`src/rtl/tmds_encoder.sv`:
```
// TMDS 8b/10b encoder for one channel: stage 1 transition-minimises the byte,
// stage 2 DC-balances it against the running disparity or emits a control symbol.
module tmds_encoder (
    input  logic       clk_px,
    input  logic       reset,
    input  logic [7:0] data,
    input  logic [1:0] ctrl,
    input  logic       de,
    output logic [9:0] cmd,
    output logic [4:0] disparity
);

    typedef enum logic [1:0] {
        SYM_CTRL,
        SYM_BAL,
        SYM_INV,
        SYM_PASS
    } sym_kind_t;

    localparam logic [9:0] CTRL_00 = 10'b1101010100;
    localparam logic [9:0] CTRL_01 = 10'b0010101011;
    localparam logic [9:0] CTRL_10 = 10'b0101010100;
    localparam logic [9:0] CTRL_11 = 10'b1010101011;

    function automatic logic [3:0] ones8(input logic [7:0] v);
        logic [3:0] n;
        n = '0;
        for (int unsigned i = 0; i < 8; i++) begin
            n = n + {3'b000, v[i]};
        end
        return n;
    endfunction

    // ---------------- stage 1: transition minimisation ----------------
    logic [3:0] n1_data;
    logic       use_xnor;
    logic [8:0] q_m_next;

    always_comb begin
        n1_data  = ones8(data);
        use_xnor = (n1_data > 4'd4) || ((n1_data == 4'd4) && !data[0]);
        q_m_next = '0;
        q_m_next[0] = data[0];
        for (int unsigned i = 1; i < 8; i++) begin
            q_m_next[i] = use_xnor ? ~(q_m_next[i-1] ^ data[i])
                                   :  (q_m_next[i-1] ^ data[i]);
        end
        q_m_next[8] = ~use_xnor;
    end

    logic [8:0] q_m_r;
    logic [3:0] n1_data_r;
    logic       de_r;
    logic [1:0] ctrl_r;

    always_ff @(posedge clk_px or posedge reset) begin
        if (reset) begin
            q_m_r     <= '0;
            n1_data_r <= '0;
            de_r      <= 1'b0;
            ctrl_r    <= '0;
        end else begin
            q_m_r     <= q_m_next;
            n1_data_r <= n1_data;
            de_r      <= de;
            ctrl_r    <= ctrl;
        end
    end

    // The registered byte weight must agree with the path stage 1 chose.
    a_path_select: assert property (@(posedge clk_px) disable iff (reset)
        de_r |-> (q_m_r[8] == !((n1_data_r > 4'd4) ||
                                ((n1_data_r == 4'd4) && !q_m_r[0]))));

    // ---------------- stage 2: DC balancing ----------------
    logic signed [4:0] disp_r;
    logic signed [4:0] disp_next;
    logic signed [4:0] diff;
    logic [3:0]        n1q;
    logic              disp_zero;
    logic              disp_neg;
    logic              disp_pos;
    sym_kind_t         kind;
    logic [9:0]        cmd_next;

    always_comb begin
        n1q       = ones8(q_m_r[7:0]);
        // N1q - N0q == 2*N1q - 8, done mod 32 and reinterpreted as signed.
        diff      = $signed({n1q, 1'b0} - 5'd8);
        disp_zero = (disp_r == 5'sd0);
        disp_neg  = disp_r[4];
        disp_pos  = !disp_neg && !disp_zero;

        if (!de_r) begin
            kind = SYM_CTRL;
        end else if (disp_zero || (n1q == 4'd4)) begin
            kind = SYM_BAL;
        end else if ((disp_pos && (n1q > 4'd4)) || (disp_neg && (n1q < 4'd4))) begin
            kind = SYM_INV;
        end else begin
            kind = SYM_PASS;
        end
    end

    always_comb begin
        cmd_next  = CTRL_00;
        disp_next = disp_r;
        unique case (kind)
            SYM_CTRL: begin
                unique case (ctrl_r)
                    2'b00:   cmd_next = CTRL_00;
                    2'b01:   cmd_next = CTRL_01;
                    2'b10:   cmd_next = CTRL_10;
                    default: cmd_next = CTRL_11;
                endcase
                disp_next = 5'sd0;
            end
            SYM_BAL: begin
                cmd_next  = {~q_m_r[8], q_m_r[8],
                             q_m_r[8] ? q_m_r[7:0] : ~q_m_r[7:0]};
                disp_next = disp_r + (q_m_r[8] ? diff : -diff);
            end
            SYM_INV: begin
                cmd_next  = {1'b1, q_m_r[8], ~q_m_r[7:0]};
                disp_next = disp_r + $signed({3'b000, q_m_r[8], 1'b0}) - diff;
            end
            default: begin
                cmd_next  = {1'b0, q_m_r[8], q_m_r[7:0]};
                disp_next = disp_r + diff - (q_m_r[8] ? 5'sd0 : 5'sd2);
            end
        endcase
    end

    always_ff @(posedge clk_px or posedge reset) begin
        if (reset) begin
            cmd    <= CTRL_00;
            disp_r <= '0;
        end else begin
            cmd    <= cmd_next;
            disp_r <= disp_next;
        end
    end

    assign disparity = disp_r;

endmodule

```
`config.mk`:
```
export PLATFORM = sky130hd
export DESIGN_NAME = tmds_encoder
export DESIGN_NICKNAME = d
export VERILOG_FILES = /design/src/rtl/tmds_encoder.sv
export SDC_FILE = /design/constraint.sdc
export NUM_CORES = 1
export LEC_CHECK = 0
export ABC_AREA = 1
export CORE_MARGIN = 1
export CORE_UTILIZATION = 40
export DETAILED_ROUTE_END_ITERATION = 7
export HOLD_SLACK_MARGIN = 0.12
export PLACE_DENSITY = 0.66
export SYNTH_ARGS = -nofsm -noshare
export SYNTH_HDL_FRONTEND = slang
export SYNTH_SLANG_ARGS = --single-unit
export TNS_END_PERCENT = 100
```
`constraint.sdc`:
```
create_clock -name clk_px -period 8.3 [get_ports clk_px]
set_input_delay 1.66 -clock clk_px [delete_from_list [all_inputs] [get_ports clk_px]]
set_output_delay 1.66 -clock clk_px [all_outputs]
set_load 0.01 [all_outputs]
```
## Word-level counts from Yosys, hierarchy flattened

Index checks and enable logic that the tools add are counted.
Widths: inputs -> output; s select.

- Mux-type cells: 16
- Magnitude comparators: 3
- Reduce and logical (&&, ||, !) cells: 13
- Equal/unequal tests: 6
- Bitwise logic cells: 17
- Add/sub/neg operators: 21

Operator list:

| cell | number |
|---|---|
| $pmux 10 s3 | 2 |
| $add 4x1->4 | 8 |
| $pmux 5 s3 | 1 |
| $add 5x5->5 | 2 |
| $not 1->1 | 9 |
| $add 3x1->4 | 2 |
| $eq 4x3->1 const B | 2 |
| $gt 4x3->1 const B | 2 |
| $mux 1 | 8 |
| $mux 8 | 1 |
| $not 8->8 | 1 |
| $xor 1x1->1 | 7 |
| $add 2x1->3 | 2 |
| $mux 2 | 3 |
| $add 5x3->5 | 1 |
| $logic_not 5->1 | 1 |
| $mux 5 | 1 |
| $neg 5->5 | 1 |
| $sub 5x3->5 | 1 |
| $sub 5x4->5 const B | 1 |
| $sub 5x5->5 | 1 |
| $add 1x1->2 | 2 |
| $eq 2x1->1 const B | 2 |
| $eq 2x2->1 const B | 2 |
| 5 further kinds | 13 |

- Input port bits: 13
- Flip-flop bits (word level): 27

## Depth between registers and ports, before layout

Gate-level depths: netlist of run 1.

- Depth in word-level cells: 29
- Depth in mapped cells: 20
- Gate-level depth less buffers: 20

## Worst setup path after synthesis of run 1

OpenSTA, ideal clock, no wires.

- Kind: input port to flip-flop
- From: in data[0]
- To: reg q_m_r[7]
- Stages: 16
- Data required time: 8184 ps
- Arrival: 4560 ps
- Buffers on the path: 0
- Library setup time: 116 ps
- Slack: 3624 ps
- Cells stage by stage: inv_1 -> fa_1 -> fa_1 -> fa_1 -> inv_1 -> ha_1 -> fa_1 -> nand3b_1 -> nand2_2 -> nand2_4 -> xor2_1 -> inv_1 -> nand2_2 -> nand2_1 -> nand2_1 -> nand2_1

- Word-level cells in the longest chain between the ends: 29

RTL lines:

| item | line | RTL |
|---|---|---|
| from (decl) | 6 | `input logic [7:0] data,` |
| branches (longest 28 deep; another with $add 3x1->4) | n/a |  |
| $mux 1 * | 45 | `q_m_next[i] = use_xnor ? ~(q_m_next[i-1] ^ data[i])` |
| via q_m_next[7] | 37 | `logic [8:0] q_m_next;` |
| to (signal assigned) | 63 | `q_m_r <= q_m_next;` |
| to (decl) | 51 | `logic [8:0] q_m_r;` |

Mark *: on every way through the listed nets, which the timed path passes.

## Worst setup path in the final report of run 1

Ends and elaborated chain as after synthesis.

==> results.md, run 1 <==
* Syn_area_per_cell at 8.858 sq um
* Status: finished, final reports clean
* Min Tclk post-route at 5.134 ns
* Worst-skew pair later-pin latency at 0.27 ns
* Die area at 5861 sq um
* First-pass GRT wire length at 7389 microns
* Crit path DAT at 5.30 ns
* Setup WS post-layout at 3.166 ns
* Total GRT Usage at 15.81%
* Post-CTS setup buffer count at 0
* Post-DRT Antenna Nets at 0
* Setup TNS at 0 ns
* Via count at 1,591
* Cell Chain, Critical Path: clkdlybuf4s50_1, inv_1, fa_1, fa_1, fa_1, inv_1, ha_1, fa_1, nand3b_1, nand2_2, nand2_4, nand2_1, nand3_1, nand3_1, nand2_1, nand2_1, nand2_1
* Hold Vio Cnt, Final at 0
* Synth unique cells at 29
* I/O pin count at 28
* H-tree depth at 1
* Critical Path Source Type: input pin
* Slowest stage delay, CP at 0.55 ns
* Tightest Pin Transition at 1.050 ns
* CTS Hold Bufs at 0
* Largest net degree at the start of global routing at 28
* Cells after DPL at 348
* Post-synth net total at 302
* Sink count of the clock tree at 27
* Critical Path RT at 8.46 ns
* Non-filler instance count after layout at 352
* Warnings from Yosys at 0
* Die Y at 76.56 microns
* CP Launch Point: data[0]
* Post-cts resize count at 0
* Fin. max-slew vios at 0
* Crit path capture type: register
* DR iter-0 viols at 57
* Cell count after synthesis at 251
* CTS tree: done
* Reg clk slew, reported paths at 0.09 ns
* Kind of critical path: in -> reg
* Final setup fails at 0
* Cell Area, Synth at 2223 sq um
* Pre-CTS setup slack at 2.867 ns
* Max clock buf depth at 2
* Share of cells above drive strength 1 at 12.41%
* FF+latch count, synth at 27
* RSZ-0062 raised after global routing: no
* Congestion Overflow GR at 0
* DRC Markers at 0
* Slowest-stage cell, CP: fa_1
* FMAX at 0.1948 GHz
* Post-synth ARST share at 100.0%
* Die X at 76.56 microns
* DR vias/cell at 4.520
* Routed len/inst at 11.40 microns
* Max Cap Viol at 0
* Initial Util at 42.45%
* RR Startpoint: q_m_r[1]
* Max FO, Critical Path at 7
* CTS buffer count at 3
* GP Congestion at 0.7968
* Syn-to-layout area delta at 18.12%
* Wirelength, routed at 4014 microns
* Detail Placement HPWL at 3445 microns
* Worst Clk Skew at 0.009293 ns
* Antenna fix cells at 0
* Core area at 5238 sq um
* Final #Nets at 334
* Headroom to the max-slew limit at 29.90%
* Initial antenna violation count at 0
* Dominant synthesized flop cell: dfrtp_1
* Register area share after synthesis at 30.67%
* Period utilization at 61.86%
* CTS Root Cell: clkbuf_8
* Number of global-route vias before repair at 1,659
* Number of flops mapped to enable cells by yosys at 0
* HP Start: de_r
* FP Rows at 26
* Port Buffers at 27
* Min-delay worst type: reg -> reg
* 1st-pass router iterations at 4
[layer usage]
layer,track usage [%],up-vias,part of all wire (%)
li1,-,823,-
met1,20.99,739,48
met2,27.21,27,49
met3,2.156,2,2.3
met4,3.654,0,0.57
met5,0,-,0
[metrics by stage]
stage               cell area (sq um)  hold slack, ns  utilization, %
floorplan                        2223          0.4730               -
global placement                 2581          0.4941           49.28
detailed placement               2581          0.5189           49.28
CTS                              2626          0.5368           50.14
global route                     2626          0.5613           50.14
finish                           2626          0.5257           50.14
[registers in the layout, indices dropped and copies added, names as in the netlist]
register / flops
de_r: 1
cmd: 10
ctrl_r: 2
disparity: 5
q_m_r: 9
[synthesized netlist by cell type, types with 3 or more instances]
library cell	count	area share [%]
ha_1	25	14
o21ai_0	3	0.68
nand2_1	40	6.8
inv_1	64	11
dfstp_2	5	5.9
fa_1	13	12
nand3_1	14	3.2
xor2_1	11	4.3
xnor2_1	3	1.2
nand2_2	8	2.3
dfrtp_1	22	25
o21ai_2	8	3.2
nor2_1	6	1.0
a21oi_1	8	1.8
[final timing paths]
path | endpoint | slack (ns) | cells after the start
min in group asynchronous | cmd[0] | 1.93 | 2
max in group asynchronous | q_m_r[4] | 5.72 | 2
worst max register to register | disparity[4] | 3.97 | 18
worst max-delay path | q_m_r[7] | 3.17 | 17
worst min-delay path | cmd[9] | 0.53 | 1
worst min register to register | cmd[9] | 0.53 | 1
[worst max-delay path: cells and delay by family]
kind	cells	cell delay (ns)
adder cells (fa/ha/maj)	5	2.12
buffers and inverters	3	0.66
AND/OR/NAND/NOR	9	0.86
[cells in the final DEF, fill, tap and decap left out, types with 3 or more instances in the layout]
cell type / count
xnor2_1: 3
inv_1: 64
o21ai_2: 8
nand2_1: 40
dfstp_2: 5
fa_1: 13
ha_1: 25
nand2_2: 8
nand3_1: 14
nor2_1: 6
a21oi_1: 8
o21ai_0: 3
dfrtp_1: 22
clkdlybuf4s50_1: 27
clkbuf_8: 3
xor2_1: 11
[cell families after synthesis]
kind of cell,count (synthesis),synth area share (%)
simple gates,76,16.32
buf+inv,67,11.42
fa+ha+maj,38,25.77
compound gates,27,8.835
flops,27,30.67
xor+xnor,16,6.978
[final cells by class]
type | instances | area [sq um]
clock buffer | 4 | 45.04
fill | 484 | 2611
inverter | 67 | 254.0
multi-input combinational | 157 | 1287
sequential | 27 | 681.9
tap | 70 | 87.58
timing repair buffer | 27 | 270.3
Power of run 1 is not shown: default switching activity piles up to over one toggle a cycle in this logic, so the estimate is an artifact.
==> run 2: changes to the inputs <==
--- a/config.mk
+++ b/config.mk
@@ -10,7 +10,7 @@
 export CORE_UTILIZATION = 40
 export DETAILED_ROUTE_END_ITERATION = 7
 export HOLD_SLACK_MARGIN = 0.12
-export PLACE_DENSITY = 0.66
+export PLACE_DENSITY = 0.68
 export SYNTH_ARGS = -nofsm -noshare
 export SYNTH_HDL_FRONTEND = slang
 export SYNTH_SLANG_ARGS = --single-unit
==> constraint.sdc (replaced) <==
create_clock -name clk_px -period 4.5 [get_ports clk_px]
set_input_delay 0.9 -clock clk_px [delete_from_list [all_inputs] [get_ports clk_px]]
set_output_delay 0.9 -clock clk_px [all_outputs]
set_load 0.01 [all_outputs]
==> run 2 against run 1 <==
Compared with the run above:
- via count is 2.6% higher
- setup slack lost 3.0 ns
- count of clock-buffer cells in the layout is the same
- final cell count increased by 0.85%
- global-route usage fell by 0.10 points
- utilization grew 1.1 points
- clock skew rose by 0.00065 ns
- non-clock buffer count rose by 3
- die area unchanged
- routed wire length increased by 0.67%
- final area is 2.2% higher
==> results.md, run 2 (same netlist as run 1, synthesis figures left out) <==
* Post-CTS setup buffer count at 0 (unchanged)
* DR vias/cell at 4.600 (+1.8%)
* Initial Util at 42.45% (unchanged)
* Most frequent cell on the critical path: nand2_1
* Reg clk slew, reported paths at 0.10 ns (about the same)
* Crit path DAT at 4.46 ns (-0.84 ns)
* Die area at 5861 sq um (unchanged)
* Antenna fix cells at 0 (unchanged)
* Finished Cell Area at 2684 sq um (+2.2%)
* Sink count of the clock tree at 27 (unchanged)
* Core area at 5238 sq um (unchanged)
* Worst Path Buf+Inv at 3 (unchanged)
* Max clock buf depth at 2 (unchanged)
* FMAX at 0.2327 GHz
* Final #Nets at 337 (+0.90%)
* Min-delay worst type: reg -> reg
* Total GRT Usage at 15.71% (-0.10 points)
* Die Y at 76.56 microns (unchanged)
* Critical Path RT at 4.67 ns (-3.79 ns)
* CP delay by family, top: adder cells
* First-pass GRT wire length at 7327 microns (-0.84%)
* Worst Clk Skew at 0.009944 ns (+0.0006515 ns)
* Number of global-route vias before repair at 1,639 (-1.2%)
* Max FO, Critical Path at 7 (unchanged)
* Via count at 1,633 (+2.6%)
* DR iter-0 viols at 71 (+25%)
* Max Cap Viol at 0 (unchanged)
* Worst-skew pair later-pin latency at 0.28 ns (about the same)
* Syn-to-layout area delta at 20.71%
* Min Tclk post-route at 4.297 ns
* Share of cells above drive strength 1 at 15.44% (+3.0 points)
* H-tree depth at 1 (unchanged)
* Die X at 76.56 microns (unchanged)
* Placed Area at 2604 sq um (+0.87%)
* Slowest-stage cell, CP: fa_1
* DRC Markers at 0 (unchanged)
* Setup TNS at 0 ns (unchanged)
* Hold Vio Cnt, Final at 0 (unchanged)
* Congestion Overflow GR at 0 (unchanged)
* Non-filler instance count after layout at 355 (+0.85%)
* GP Congestion at 0.8223 (+3.2%)
* Wirelength, routed at 4041 microns (+0.67%)
* Period utilization at 95.49%
* Kind of critical path: in -> reg
* Critical Path Source Type: input pin
* Commonest cells after routing, fill and taps aside: inv_1 (64), nand2_1 (40), clkdlybuf4s50_1 (27)
* Port Buffers at 27 (unchanged)
* I/O pin count at 28 (unchanged)
* Final setup fails at 0 (unchanged)
* Detail Placement HPWL at 3467 microns (+0.64%)
* Routed len/inst at 11.38 microns (-0.18%)
* CTS tree: done
* Headroom to the max-slew limit at 33.89% (+4.0 points)
* CTS buffer count at 3 (unchanged)
* Status: finished, final reports clean
* Largest net degree at the start of global routing at 28 (unchanged)
* Cell Chain, Critical Path: clkdlybuf4s50_1, inv_1, fa_1, fa_1, fa_1, inv_1, ha_1, fa_2, nand3b_1, nand2_2, nand2_4, nand2_1, nand3_2, nand2_2, nand2_2, nand2_1, nand2_1, nand2_1
* Max reg flops at 10 (unchanged)
* Initial antenna violation count at 0 (unchanged)
* Post-cts resize count at 0 (unchanged)
* 1st-pass router iterations at 4 (unchanged)
* CTS Hold Bufs at 0 (unchanged)
* Tightest Pin Transition at 0.9905 ns (-0.05974 ns)
* Cells after DPL at 351 (+0.86%)
* CTS Root Cell: clkbuf_8
* FP Rows at 26 (unchanged)
* Commonest non-fill, non-tap cell in the layout: inv_1
* Fin. max-slew vios at 0 (unchanged)
* Register with the most flip-flops: cmd
* Crit path capture type: register
* Slowest stage delay, CP at 0.56 ns (about the same)
* Post-DRT Antenna Nets at 0 (unchanged)
## run 2: changes by cell type in the layout (fill, tap and decap cells not counted), moves of 2 or more
cell | previous run | this run
buf_4 | 0 | 3
fa_2 | 0 | 2
fa_1 | 13 | 11
nand3_2 | 2 | 4
nand3_1 | 14 | 12
## run 2: worst paths after layout
kind                                   start      endpoint  slack (ns)  cells past startpoint
worst max-delay path                 data[1]      q_m_r[7]        0.20                     18
worst min-delay path            disparity[0]  disparity[0]        0.50                      2
worst max register to register      q_m_r[0]  disparity[4]        0.28                     17
worst min register to register  disparity[0]  disparity[0]        0.50                      2
max in group asynchronous              reset        cmd[7]        2.74                      2
min in group asynchronous              reset          de_r        1.15                      2
## run 2: area by class of cell
type / instances / area [sq um]
timing repair buffer: 30 / 292.8
clock buffer: 4 / 45.04
tap: 70 / 87.58
sequential: 27 / 681.9
multi-input combinational: 157 / 1323
fill: 502 / 2554
inverter: 67 / 254.0
## run 2: metal layers
| metal | wire [microns] | share of wire, % | track usage (%) | up-vias |
|---|---|---|---|---|
| li1 | - | - | - | 831 |
| met1 | 1859 | 46 | 20.44 | 766 |
| met4 | 71 | 1.8 | 5.192 | 0 |
| met2 | 2003 | 50 | 26.67 | 30 |
| met3 | 107 | 2.6 | 2.275 | 6 |
| met5 | 0 | 0 | 0 | - |
## run 2: per-stage QoR
step | util [%] | worst slack [ns] | hold slack (ns)
after floorplan | - | 0.4659 | 0.4730
after global placement | 49.71 | 0.03249 | 0.4710
after detailed placement | 49.71 | -0.1239 | 0.4822
final | 51.24 | 0.2030 | 0.4982
after global routing | 51.24 | -0.006468 | 0.5677
after CTS | 50.57 | 0.1813 | 0.5053
## run 2: worst min-delay path, stage by stage (launching register included)
cell and delay (ns):
dfrtp_1 0.37, nand2_1 0.06, inv_1 0.04
Power of run 2 is left out for the same reason.
